## config.mk

```make
export PLATFORM = sky130hd
export DESIGN_NAME = hazard_scoreboard
export DESIGN_NICKNAME = d
export VERILOG_FILES = /design/src/rtl/hazard_scoreboard.sv
export SDC_FILE = /design/constraint.sdc
export NUM_CORES = 1
export LEC_CHECK = 0
export ABC_AREA = 1
export BUFFER_PORTS_ARGS = -buffer_cell sky130_fd_sc_hd__buf_2
export CAP_MARGIN = 20
export CORE_UTILIZATION = 54
export DETAILED_ROUTE_END_ITERATION = 10
export PLACE_DENSITY = 0.81
export SYNTH_ARGS = -nofsm -noshare
export SYNTH_HDL_FRONTEND = slang
export SYNTH_SLANG_ARGS = --single-unit
```

## constraint.sdc

```tcl
create_clock -name clk -period 1.9 [get_ports clk]
set_input_delay 0 -clock clk [delete_from_list [all_inputs] [get_ports clk]]
set_output_delay 0 -clock clk [all_outputs]
set_load 0.1 [all_outputs]
```

## src/rtl/hazard_scoreboard.sv

```systemverilog
// Pipeline hazard controller for the 5-stage MIPS core: forwarding, load/branch/MDU/HI-LO
// stalls, per-stage stall/flush with exception and memory-wait priority, saturating stall counter.
module hazard_scoreboard #(
  parameter int REG_AW     = 5,
  parameter int MUL_CYCLES = 2,
  parameter int DIV_CYCLES = 32,
  parameter int CNT_W      = 32
) (
  input  logic              clk,
  input  logic              resetn,
  input  logic [REG_AW-1:0] rsD,
  input  logic [REG_AW-1:0] rtD,
  input  logic              branchD,
  input  logic              mdreadD,
  input  logic [REG_AW-1:0] rsE,
  input  logic [REG_AW-1:0] rtE,
  input  logic [REG_AW-1:0] writeregE,
  input  logic              regwriteE,
  input  logic              memtoregE,
  input  logic              mdstartE,
  input  logic              mddivE,
  input  logic [REG_AW-1:0] writeregM,
  input  logic              regwriteM,
  input  logic              memtoregM,
  input  logic [REG_AW-1:0] writeregW,
  input  logic              regwriteW,
  input  logic              exceptM,
  input  logic              ext_stall,
  output logic              forwardaD,
  output logic              forwardbD,
  output logic [1:0]        forwardaE,
  output logic [1:0]        forwardbE,
  output logic              stallF,
  output logic              stallD,
  output logic              stallE,
  output logic              stallM,
  output logic              stallW,
  output logic              flushD,
  output logic              flushE,
  output logic              flushM,
  output logic              flushW,
  output logic              mdbusy,
  output logic              mddone,
  output logic              mdcancel,
  output logic [CNT_W-1:0]  stall_cycles
);

  localparam int MAX_LAT = (MUL_CYCLES > DIV_CYCLES) ? MUL_CYCLES : DIV_CYCLES;
  localparam int LAT_W   = ($clog2(MAX_LAT + 1) > 8) ? $clog2(MAX_LAT + 1) : 8;
  localparam logic [REG_AW-1:0] ZERO_REG = '0;
  localparam logic [CNT_W-1:0]  CNT_MAX  = {CNT_W{1'b1}};

  typedef enum logic [1:0] {
    MD_IDLE = 2'b00,
    MD_BUSY = 2'b01,
    MD_DONE = 2'b10
  } mdState_e;

  mdState_e         state_r, stateNext_s;
  logic [LAT_W-1:0] cnt_r, cntNext_s;
  logic             ldStall_s, brStall_s, mdStall_s, hiloStall_s;
  logic             eMatchD_s, mMatchD_s;

  // Operand forwarding: M has priority over W, register zero never forwards.
  always_comb begin
    forwardaD = (rsD != ZERO_REG) && regwriteM && (writeregM == rsD);
    forwardbD = (rtD != ZERO_REG) && regwriteM && (writeregM == rtD);
    forwardaE = 2'b00;
    forwardbE = 2'b00;
    if ((rsE != ZERO_REG) && regwriteM && (writeregM == rsE)) begin
      forwardaE = 2'b10;
    end else if ((rsE != ZERO_REG) && regwriteW && (writeregW == rsE)) begin
      forwardaE = 2'b01;
    end else begin
      forwardaE = 2'b00;
    end
    if ((rtE != ZERO_REG) && regwriteM && (writeregM == rtE)) begin
      forwardbE = 2'b10;
    end else if ((rtE != ZERO_REG) && regwriteW && (writeregW == rtE)) begin
      forwardbE = 2'b01;
    end else begin
      forwardbE = 2'b00;
    end
  end

  assign mdbusy   = (state_r != MD_IDLE);
  assign mddone   = (state_r == MD_DONE);
  assign mdcancel = exceptM && (state_r != MD_IDLE);

  // Individual hazard conditions.
  always_comb begin
    eMatchD_s   = (writeregE == rsD) || (writeregE == rtD);
    mMatchD_s   = (writeregM == rsD) || (writeregM == rtD);
    ldStall_s   = memtoregE && regwriteE && (writeregE != ZERO_REG) && eMatchD_s;
    brStall_s   = branchD && ((regwriteE && (writeregE != ZERO_REG) && eMatchD_s) ||
                              (memtoregM && (writeregM != ZERO_REG) && mMatchD_s));
    mdStall_s   = ((state_r == MD_IDLE) && mdstartE) || (state_r == MD_BUSY);
    hiloStall_s = mdreadD && (mdbusy || mdstartE);
  end

  // Stage stall/flush resolution: exception beats memory wait beats hazards.
  always_comb begin
    stallF = 1'b0;
    stallD = 1'b0;
    stallE = 1'b0;
    stallM = 1'b0;
    stallW = 1'b0;
    flushD = 1'b0;
    flushE = 1'b0;
    flushM = 1'b0;
    flushW = 1'b0;
    if (exceptM) begin
      flushD = 1'b1;
      flushE = 1'b1;
      flushM = 1'b1;
    end else if (ext_stall) begin
      stallF = 1'b1;
      stallD = 1'b1;
      stallE = 1'b1;
      stallM = 1'b1;
      stallW = 1'b1;
    end else begin
      stallE = mdStall_s;
      stallD = mdStall_s | ldStall_s | brStall_s | hiloStall_s;
      stallF = stallD;
      flushE = stallD & ~stallE;
      flushM = stallE;
    end
  end

  // MDU latency FSM next state; DONE holds while E is stalled.
  always_comb begin
    stateNext_s = state_r;
    cntNext_s   = cnt_r;
    if (exceptM) begin
      stateNext_s = MD_IDLE;
      cntNext_s   = '0;
    end else begin
      case (state_r)
        MD_IDLE: begin
          if (mdstartE) begin
            stateNext_s = MD_BUSY;
            cntNext_s   = mddivE ? LAT_W'(DIV_CYCLES - 1) : LAT_W'(MUL_CYCLES - 1);
          end else begin
            stateNext_s = MD_IDLE;
          end
        end
        MD_BUSY: begin
          if (cnt_r == '0) begin
            stateNext_s = MD_DONE;
          end else begin
            cntNext_s = cnt_r - LAT_W'(1);
          end
        end
        MD_DONE: begin
          if (!stallE) begin
            stateNext_s = MD_IDLE;
          end else begin
            stateNext_s = MD_DONE;
          end
        end
        default: begin
          stateNext_s = MD_IDLE;
          cntNext_s   = '0;
        end
      endcase
    end
  end

  // MDU state registers.
  always_ff @(posedge clk or negedge resetn) begin
    if (!resetn) begin
      state_r <= MD_IDLE;
      cnt_r   <= '0;
    end else begin
      state_r <= stateNext_s;
      cnt_r   <= cntNext_s;
    end
  end

  // Saturating count of cycles spent with D stalled.
  always_ff @(posedge clk or negedge resetn) begin
    if (!resetn) begin
      stall_cycles <= '0;
    end else if (stallD && (stall_cycles != CNT_MAX)) begin
      stall_cycles <= stall_cycles + CNT_W'(1);
    end else begin
      stall_cycles <= stall_cycles;
    end
  end

endmodule

```

==> reports/qor.txt <==
worst-skew pair later-pin latency: 300 ps
clock sink count: 42
R2R Path Start: stall_cycles[1]
routability cong.: 0.910
Netlist Area Pre-Place: 0.00361 sq mm
vias in the first global route: 3876
Finished Layout Cells: 752
Core Util, Final: 73.7%
share of cells above drive strength 1: 31.4%
share of flip-flops with an asynchronous set or reset: 100%
hold depth: 5
multiplexer area fraction after synthesis: 0%
FP Rows: 29
RR Endpoint: stall_cycles[22]
global-route usage over all layers: 28.8%
Die H: 83.8 um
EDFF count, synth: 0
Placed Cells incl. Taps: 737
commonest non-fill, non-tap cells in the layout: nand2_1 (176), buf_2 (94), inv_1 (75), nor2_1 (50), nand4_1 (44)
fin crit share: 96.9%
leakage: 2.38 nW
Ant. Diodes: 0
Hold Crit Start: mddivE
Yosys cell types: 40
max-capacitance violation count: 0
GRT Residual Overflow: 0
area grow syn2layout: 30.4%
f_max: 543 MHz
H-tree levels: 2
number of I/O port buffers: 96
die area: 0.00702 sq mm
Hold EP: cnt_r[1]
global-route wire length before repair: 16.8 mm
FF-to-FF path depth: 11
Avg Inst Size Synth: 6.38 sq um
drt wl/cell: 13.2 um
Initial Util: 56.5%
VDD IR-drop max: 0.000832 V
max incr delay on CP: 510 ps
CP max FO: 4
final HPWL from detailed placement: 7.78 mm
# IOs: 98
cts bufs inserted: 5
Die X: 83.8 um
Rel. slew slack: 51.0%
commonest non-fill, non-tap cell in the layout: nand2_1
Int Pwr: 0.00187 W
Clk pwr share: 15.5%
Finish-stage setup viols: 0
register bit count reported by yosys: 42
HP Class: primary input to flop
clock transition at the registers of the reported paths: 90 ps
Mapped Cells: 566
Worst Path Required: 2090 ps
clock skew: 13.1 ps
worst path cell trace: ha_4 -> nand3_4 -> buf_4 -> nor2_1 -> nand3_1 -> nand3b_1 -> nand2_1 -> nor2_1 -> nand3_2 -> nand2_1 -> nand2_1
Synth Area in Adders: 1.04%
pwr dens: 795 mW/mm^2
pin count of the biggest net entering global routing: 45
area occupied by multi-input gates: 0.00237 sq mm
register area: 0.00110 sq mm
Final #Nets: 725
total number of vias: 4074
Initial DRT Pass Iterations: 5
DR vias/cell: 5.42
register area share after synthesis: 29.1%
simple-gate share of the synthesized area: 43.2%
DRC viols: 0
register share of total power: 31.6%
Hold Vio Cnt, Final: 0
fillcell total: 538
Setup CP Type: flop to flop
Slew @ Worst Pin: 736 ps
DRT antenna net count: 0
hold_ws: 48.5 ps
CP endpoint kind: flop
dominant synthesized flop cell: dfrtp_1
Sw Share: 50.0%
critical path launch point type: flop
Synthesized Nets: 617
R2R Setup Slk: 60 ps
YS warnings: 0
sw power: 0.00187 W
total routed wirelength: 9.94 mm
status: finished clean
DRT iter0 DRCs: 234
unrepaired setup endpoints after global routing: yes
Comb pwr share: 52.9%
clock root buffer: clkbuf_8
CTS tree: yes
Synth Area in Compound Gates: 6.66%
Worst EP arrival: 2030 ps
core region area: 0.00639 sq mm
Critical path buffers and inverters: 1
Clock Tree Buf Depth: 2
initial antenna violation count: 0
final-report max-slew violation count: 0
Post-Synth XOR/XNOR Area: 8.01%
CP max-delay cell: dfrtp_4
total power: 0.00374 W
crit path time final: 1840 ps
setup TNS: 0 ps
Crit path max-delay family: simple AND/OR/NAND/NOR gates
main combinational cell family by area after synthesis: simple AND/OR/NAND/NOR gates
Crit path top cell by count: nand2_1
==> Yosys cell counts (2+ instances only) <==
master,count,area [sq um]
nor4_1,4,25.0
inv_1,79,297
a211oi_1,3,22.5
xor2_1,18,158
clkbuf_1,3,11.3
xnor2_1,15,131
nor2_1,59,221
buf_4,8,60.1
nand2_1,177,664
nand3_2,3,30.0
ha_1,3,37.5
o22ai_1,7,43.8
dfrtp_1,42,1050
inv_2,4,15.0
nor2_2,3,18.8
o21ai_1,2,10.0
nand3_1,30,150
o2111ai_1,2,17.5
nand3b_1,2,15.0
buf_2,4,20.0
a31oi_1,4,25.0
o21ai_0,11,55.1
nand4_1,44,275
nor3_2,2,20.0
a21oi_1,6,30.0
nor3_1,16,80.1
buf_6,2,22.5
==> area by class of cell <==
type                    instances  area share (%)
multi-input cells             423            50.4
flip-flops and latches         42            23.4
repair buffers                119            14.9
inverters                      83            7.44
well taps                      77            2.05
clock buffers                   6            1.54
clock inverters                 2           0.292
==> state kept, by name (all words and copies together) (netlist names) <==
register,cells
cnt_r,8
stall_cycles,32
state_r,2
==> kinds of logic after synthesis <==
kind of cell             count (synthesis)
AO/OA/AOI/OAI                           39
AND/OR/NAND/NOR                        347
adder cells (fa/ha/maj)                  3
flip-flops                              42
buffers and inverters                  101
other                                    1
XOR/XNOR                                33
==> metal layers <==
layer | up-vias | wire length (um) | GRT usage (%)
met5 | - | 0 | 0
met3 | 26 | 550 | 4.15
met1 | 1846 | 4180 | 34.5
met2 | 159 | 4980 | 51.4
li1 | 2043 | - | -
met4 | 0 | 231 | 11.9
==> worst reg2reg max path: cells and delay by family (launching register included) <==
kind,cells,cell delay (ps)
flops,1,510
fa+ha+maj,1,180
simple gates,9,940
buf+inv,1,130
==> timing repair <==
item                                   CTS  global route
hold buffers                             1             0
buffers inserted                         0             6
setup endpoints to repair                0            32
endpoints found under the hold margin   32             0
gates resized for setup                  0            18
==> stage by stage <==
step | worst slack [ps] | instance area [sq um]
CTS | 3.60 | 4580
detailed placement | 19.3 | 4480
finish | 59.8 | 4710
floorplan | -799 | 3920
global route | -52.1 | 4710
global placement | 98.8 | 4480
==> power groups by stage <==
stage	Combinational, W	Sequential [W]	Clock (W)
6_report	0.00198	0.00118	0.000580
5_1_grt	0.00215	0.00121	0.000623
4_1_cts	0.00189	0.00118	0.000594
3_5_place_dp	0.00188	0.00120	0
3_3_place_gp	0.00183	0.00119	0
2_1_floorplan	0.00119	0.00151	0
==> how the worst max path moves through the flow <==
stage | from | to | cells past startpoint
after global routing | stall_cycles[0] | stall_cycles[20] | 11
after global placement | stall_cycles[0] | stall_cycles[26] | 11
after detailed placement | stall_cycles[0] | stall_cycles[7] | 10
after floorplan | writeregM[0] | forwardaE[0] | 6
after CTS | stall_cycles[0] | stall_cycles[26] | 11
final | stall_cycles[1] | stall_cycles[22] | 11
Power figures use the tool's default switching activity.
